[config.mk]
export PLATFORM = sky130hd
export DESIGN_NAME = fetch_unit
export DESIGN_NICKNAME = d
export VERILOG_FILES = /design/src/rtl/fetch_unit.sv
export SDC_FILE = /design/constraint.sdc
export NUM_CORES = 1
export LEC_CHECK = 0
export BUFFER_PORTS_ARGS = -buffer_cell sky130_fd_sc_hd__buf_2
export CORE_MARGIN = 2
export CORE_UTILIZATION = 30
export DETAILED_ROUTE_END_ITERATION = 12
export PLACE_DENSITY = 0.5
export RECOVER_POWER = 100
export SLEW_MARGIN = 40
export SYNTH_ARGS = -nofsm -noshare
export SYNTH_HDL_FRONTEND = slang
export SYNTH_SLANG_ARGS = --single-unit
[constraint.sdc]
create_clock -name clk -period 7.2 [get_ports clk]
set_input_delay 1.44 -clock clk [delete_from_list [all_inputs] [get_ports clk]]
set_output_delay 1.44 -clock clk [all_outputs]
set_load 0.005 [all_outputs]
[src/rtl/fetch_unit.sv]
// fetch_unit: instruction fetch stage with a small queue toward decode, local jump resolution and execute redirects.
module fetch_unit #(
  parameter int ADDR_W = 10,
  parameter int DATA_W = 16,
  parameter int DEPTH = 2,
  parameter logic [3:0] JMP_OPCODE = 4'hC
) (
  input  logic              clk,
  input  logic              reset,
  input  logic [ADDR_W-1:0] instr_address,
  output logic              stall,
  output logic              branch,
  output logic [ADDR_W-1:0] br_address,
  output logic              mem_req,
  output logic [ADDR_W-1:0] mem_addr,
  input  logic              mem_ack,
  input  logic [DATA_W-1:0] mem_rdata,
  input  logic              ex_redirect,
  input  logic [ADDR_W-1:0] ex_target,
  output logic [DATA_W-1:0] instr_out,
  output logic [ADDR_W-1:0] instr_pc,
  output logic              instr_valid,
  input  logic              instr_ready
);
  localparam int PW = DEPTH > 1 ? $clog2(DEPTH) : 1;
  localparam int CW = $clog2(DEPTH + 1);
  localparam logic [1:0] IDLE = 2'd0;
  localparam logic [1:0] FETCH = 2'd1;
  localparam logic [1:0] REDIR = 2'd2;
  logic [1:0] state;
  logic [CW-1:0] count;
  logic [PW-1:0] rd_ptr, wr_ptr;
  logic [ADDR_W-1:0] target;
  logic [ADDR_W-1:0] q_pc [DEPTH];
  logic [DATA_W-1:0] q_data [DEPTH];
  logic accept, is_jmp, flush, push, pop;
  function automatic logic [PW-1:0] inc(input logic [PW-1:0] p);
    return p == PW'(DEPTH - 1) ? '0 : p + 1'b1;
  endfunction
  assign mem_addr = instr_address;
  assign mem_req = state == FETCH && count < CW'(DEPTH);
  assign accept = mem_req && mem_ack;
  assign stall = state == IDLE || (state == FETCH && !accept);
  assign branch = state == REDIR;
  assign br_address = target;
  assign is_jmp = mem_rdata[15:12] == JMP_OPCODE;
  // A redirect wins over everything: acked words and pops in that cycle are dropped
  assign flush = ex_redirect && state != IDLE;
  assign push = accept && !is_jmp && !flush;
  assign pop = instr_valid && instr_ready && !flush;
  assign instr_valid = count != '0;
  assign instr_out = q_data[rd_ptr];
  assign instr_pc = q_pc[rd_ptr];
  always_ff @(posedge clk or posedge reset) begin
    if (reset) begin
      state <= IDLE;
      count <= '0;
      rd_ptr <= '0;
      wr_ptr <= '0;
      target <= '0;
    end else begin
      state <= state == IDLE ? FETCH : (flush || (accept && is_jmp)) ? REDIR : FETCH;
      target <= flush ? ex_target : (accept && is_jmp) ? mem_rdata[ADDR_W-1:0] : target;
      count <= flush ? '0 : count + CW'(push) - CW'(pop);
      rd_ptr <= flush ? '0 : pop ? inc(rd_ptr) : rd_ptr;
      wr_ptr <= flush ? '0 : push ? inc(wr_ptr) : wr_ptr;
    end
  end
  always_ff @(posedge clk) begin
    if (push) begin
      q_pc[wr_ptr] <= instr_address;
      q_data[wr_ptr] <= mem_rdata;
    end
  end
endmodule

-- Word level (Yosys, flattened, before mapping)
Memories as Yosys holds them, arrays and structs flattened.
Index checks and enable logic that the tools add are counted.
- flip-flop bits (word level): 16
- memory bits (writable): 52
- bits of input ports: 41
- output and inout port bits: 50
- logic and storage cells: 48
- memories: 2
- memory list (memory ; depth ; bits a word ; read ports ; clocked after Yosys merged registers in ; write ports ; RTL line ; source):
    q_data ; 2 ; 16 ; 1 ; 0 ; 1 ; 35 ; logic [DATA_W-1:0] q_data [DEPTH];
    q_pc ; 2 ; 10 ; 1 ; 0 ; 1 ; 34 ; logic [ADDR_W-1:0] q_pc [DEPTH];
- add/subtract/negate cells: 4
- magnitude comparators: 1
- eq/ne operators: 3
- mux-type cells: 13
- reductions and logical operators: 20
- operators by type and width (operator ; number):
    10-bit 2-to-1 mux ; 2
    2-bit nonzero test ; 5
    1-bit logical AND ; 9
    1-bit 2-to-1 mux ; 8
    2-bit 2-to-1 mux ; 3
    4-bit == test (second input constant) ; 1
    1-bit zero test ; 3
    1-bit adder (second input constant) ; 2
    2-bit by 1-bit adder with 2-bit output ; 1
    2-bit by 1-bit == test with 1-bit output (second input constant) ; 1
    2-bit == test (second input constant) ; 1
    2-bit zero test ; 1
    1-bit logical OR ; 2
    2-bit less-than comparator (second input constant) ; 1
    2-bit by 1-bit subtractor with 2-bit output ; 1

-- Depth between registers and ports, before layout
- depth after elaboration: 8
- gate-level depth with buffers: 9
- depth with buffers taken out: 8

-- Worst setup path before layout
No wires, ideal clock.
- path kind: input-to-reg
- from: input port mem_rdata[12]
- to: memory q_data[0][0] (enable)
- library setup time: 0.409 ns
- arrival time: 3.090 ns
- required time: 6.791 ns
- setup slack: 3.701 ns
- stages on the path: 4
- buffers on the path: 1
- cell sequence: nand4bb_1 clkbuf_1 nand3_2 nor2_1
- word-level cells in the longest chain between the ends: 6
- ends and longest elaborated chain (element ; RTL line ; source):
    start: declaration ; 17 ; input logic [DATA_W-1:0] mem_rdata,
    4-bit == test ; 46 ; assign is_jmp = mem_rdata[15:12] == JMP_OPCODE;
    1-bit zero test ; 49 ; assign push = accept && !is_jmp && !flush;
    1-bit logical AND (2 in series) ; 49 ;
    1-bit 2-to-1 mux ; 70 ; if (push) begin
    1-bit 2-to-1 mux (implied by the code) ; 72 ; q_data[wr_ptr] <= mem_rdata;
    end: declaration ; 35 ;
No other way between the ends.

-- Worst setup path in the final report
- from: input port mem_ack
- to: memory q_data[1][1] (enable)
- word-level cells in the longest chain between the ends: 5
- ends and longest elaborated chain (element ; RTL line ; source):
    start: declaration ; 16 ; input logic mem_ack,
    1-bit logical AND ; 42 ; assign accept = mem_req && mem_ack;
    1-bit logical AND (2 in series) ; 49 ;
    1-bit 2-to-1 mux ; 70 ;
    1-bit 2-to-1 mux (implied by the code) ; 72 ;
No other way between the ends.

==> metrics <==
post-synthesis area per instance=15.1 um^2; Clk pin slew, worst setup/hold paths=~0.070 ns; Worst setup SP type=input pin; multi-input logic area=just under 700 um^2; Setup-failing EPs final=0; DP HPWL=around 4200 um; gr ovfl total=0; Seq cells post-synth=68; syn_nets=228; Antenna diodes=0; largest net degree at the start of global routing=22; Required @ worst endpoint=approximately 7.1 ns; worst-margin pin slew=1.10 ns; share of total power in combinational logic=16.7%; vias in the first global route=between 1500 and 2000; RePlAce Congestion=0.778; # DRC=0; Worst Setup End Kind=register; status=complete, no violations; H-tree levels=3; DIE AREA=slightly above 10000 um^2; drt pass-1 iters=4; setup total negative slack=0 ns; Synth cell types=27; f_max=between 200 and 300 MHz; Pleak=around 1.3 nW; clk_skew=between 0.009 and 0.01 ns; worst-skew pair later-pin latency=roughly 0.33 ns; detail-routed via count per cell=about 4.6; sequential-to-total area share from yosys stat=between 70% and 80%; Clock Sink Count=between 60 and 70; Final Util=about 38%; endpoints failing hold=0; Yosys top cell area share=approximately 56%; Clock Tree Root=clkbuf_8; worst ir drop on vdd=just over 100 uV; synthesized area=between 2000 and 3000 um^2; Layout Area Growth over Synthesis=23.2%; Nets=314; yosys warns=0; Layout fillers=approximately 940; Max Slew Vio Count=0; deepest clock path buffer count=2; cell taking the most area after synthesis=edfxtp_1; initial core utilization=a little under a third; Die W=101 um; commonest non-fill, non-tap cell in the layout=edfxtp_1; Design Power=around 0.0010 W; DR WL/cell=between 15 and 20 um; RSZ-0062 raised after global routing=no; Pwr Density=295 nW/um^2; total of max-cap violations=0; Switch Pwr=0.000247 W; switching part of the total=24.3%; crit-path cells=buf_2 -> and4bb_1 -> nand3_1 -> nor2_1 -> clkbuf_1; core area=9150 um^2; sequential power share=46.8%; cts bufs inserted=9; largest fanout on the critical path=18; top cells by area, synth=edfxtp_1 56%, dfrtp_1 14%, mux2_2 10%; Final ANT Viol Nets=0; crit path time final=roughly 4 ns; global-route wire length before repair=9110 um; post-cts resize count=0; fin crit share=~55%; Worst path max stage delay=~0.9 ns; TritonCTS clock tree=built; Rows=35; Slew headroom=26.8%; most frequent cells in the layout=52 x edfxtp_1, 50 x clkbuf_1, 37 x buf_2; die height=between 100 and 150 um; DR vias=~1800; hold buffers post-CTS=0; type of the worst setup path=in2reg; initial antenna violation count=0; IO Port Bufs=90; Slowest cell on crit path=clkbuf_1; WP data arrival=3.92 ns; HP Class=reg2reg; layout cells sized above 1=31.2%; Clk pwr share=a little over a third; # IOs=91; final WL=5890 um; FF/Latch Area=about 2000 um^2; First DRT Iteration DRCs=51; overall global routing resource usage=12.1%; Post-CTS Repair Setup Buffers=0; internal power=0.000770 W; Syn Inst Count=approximately 190
-- per-stage QoR --
step | worst slack, ns | hold WS (ns) | instance area, um^2 | std cells
finish | 3.22 | 0.563 | 3450 | 387
global route | 2.99 | 0.586 | 3450 | 387
CTS | 3.69 | 0.567 | 3580 | 387
detailed placement | 3.69 | 0.546 | 3350 | 371
global placement | 3.69 | 0.554 | 3290 | 369
floorplan | 3.70 | 0.536 | 2800 | 185
-- routing by layer --
layer | share of wire [%] | global-route usage, % | up-vias | wire (um)
met1 | 45 | 15.0 | 870 | 2630
met3 | 4.8 | 2.70 | 11 | 282
met2 | 49 | 20.3 | 58 | 2870
met4 | 1.9 | 5.37 | 0 | 111
met5 | 0 | 0 | - | 0
li1 | - | - | 859 | -
-- cells in the mapped netlist --
cell,n
edfxtp_1,52
mux2_2,26
dfrtp_1,16
nor2_1,16
nand3_1,11
a31oi_1,10
buf_4,10
o21ai_0,9
buf_2,6
inv_1,4
o21ai_1,4
a21oi_1,2
and2_1,2
ha_1,2
nand4bb_1,2
xor2_1,2
and4bb_2,1
and4bb_4,1
buf_8,1
clkbuf_1,1
clkbuf_2,1
nand3_2,1
nor2b_1,1
nor3_1,1
nor3b_1,1
o21a_1,1
or2_2,1
-- sequential cells by signal, summed over array words and instances (netlist names) --
| name | count |
|---|---|
| q_data | 32 |
| q_pc | 20 |
| br_address | 10 |
| count | 2 |
| state | 2 |
| rd_ptr | 1 |
| wr_ptr | 1 |
-- cells by family (layout without fill, tap and decap cells) --
kind of cell	Yosys count	in the layout	synth area share (%)
flip-flops	68	68	70.1
AO/OA/AOI/OAI	26	26	5.18
buffers and inverters	23	114	5.14
AND/OR/NAND/NOR	38	38	7.64
adder cells (fa/ha/maj)	2	2	0.894
XOR/XNOR	2	2	0.626
multiplexers	26	26	10.5
-- power groups by stage --
stage / combinational, W / sequential, W / clock, W
after floorplan: 0.000116 / 0.000474 / 0
after global placement: 0.000183 / 0.000485 / 0
after detailed placement: 0.000189 / 0.000485 / 0
after CTS: 0.000190 / 0.000477 / 0.000382
after global routing: 0.000192 / 0.000481 / 0.000400
final: 0.000170 / 0.000476 / 0.000371
-- path summary, 6_finish.rpt --
path,startpoint,end,slack [ns],cells past startpoint
max,mem_ack,q_data[1][1],3.22,5
min reg2reg,br_address[1],br_address[1],0.56,2
max in group asynchronous,reset,count[0],5.60,2
max reg2reg,count[1],q_data[1][1],3.85,4
min in group asynchronous,reset,br_address[6],1.18,2
min,br_address[1],br_address[1],0.56,2
-- worst max-delay path, delay by kind of cell --
kind / cells / cell delay (ns)
buffers and inverters: 2 / 0.97
and+or+nand+nor: 3 / 1.51
-- final cells by class --
class | instances | share of cell area [%]
multi-input cells | 94 | 19.9
clock inverters | 6 | 3.23
inverters | 4 | 0.435
well taps | 111 | 4.02
repair buffers | 94 | 11.9
clock buffers | 10 | 3.70
flip-flops and latches | 68 | 56.9
No activity file was read; power rests on OpenSTA's default activity.
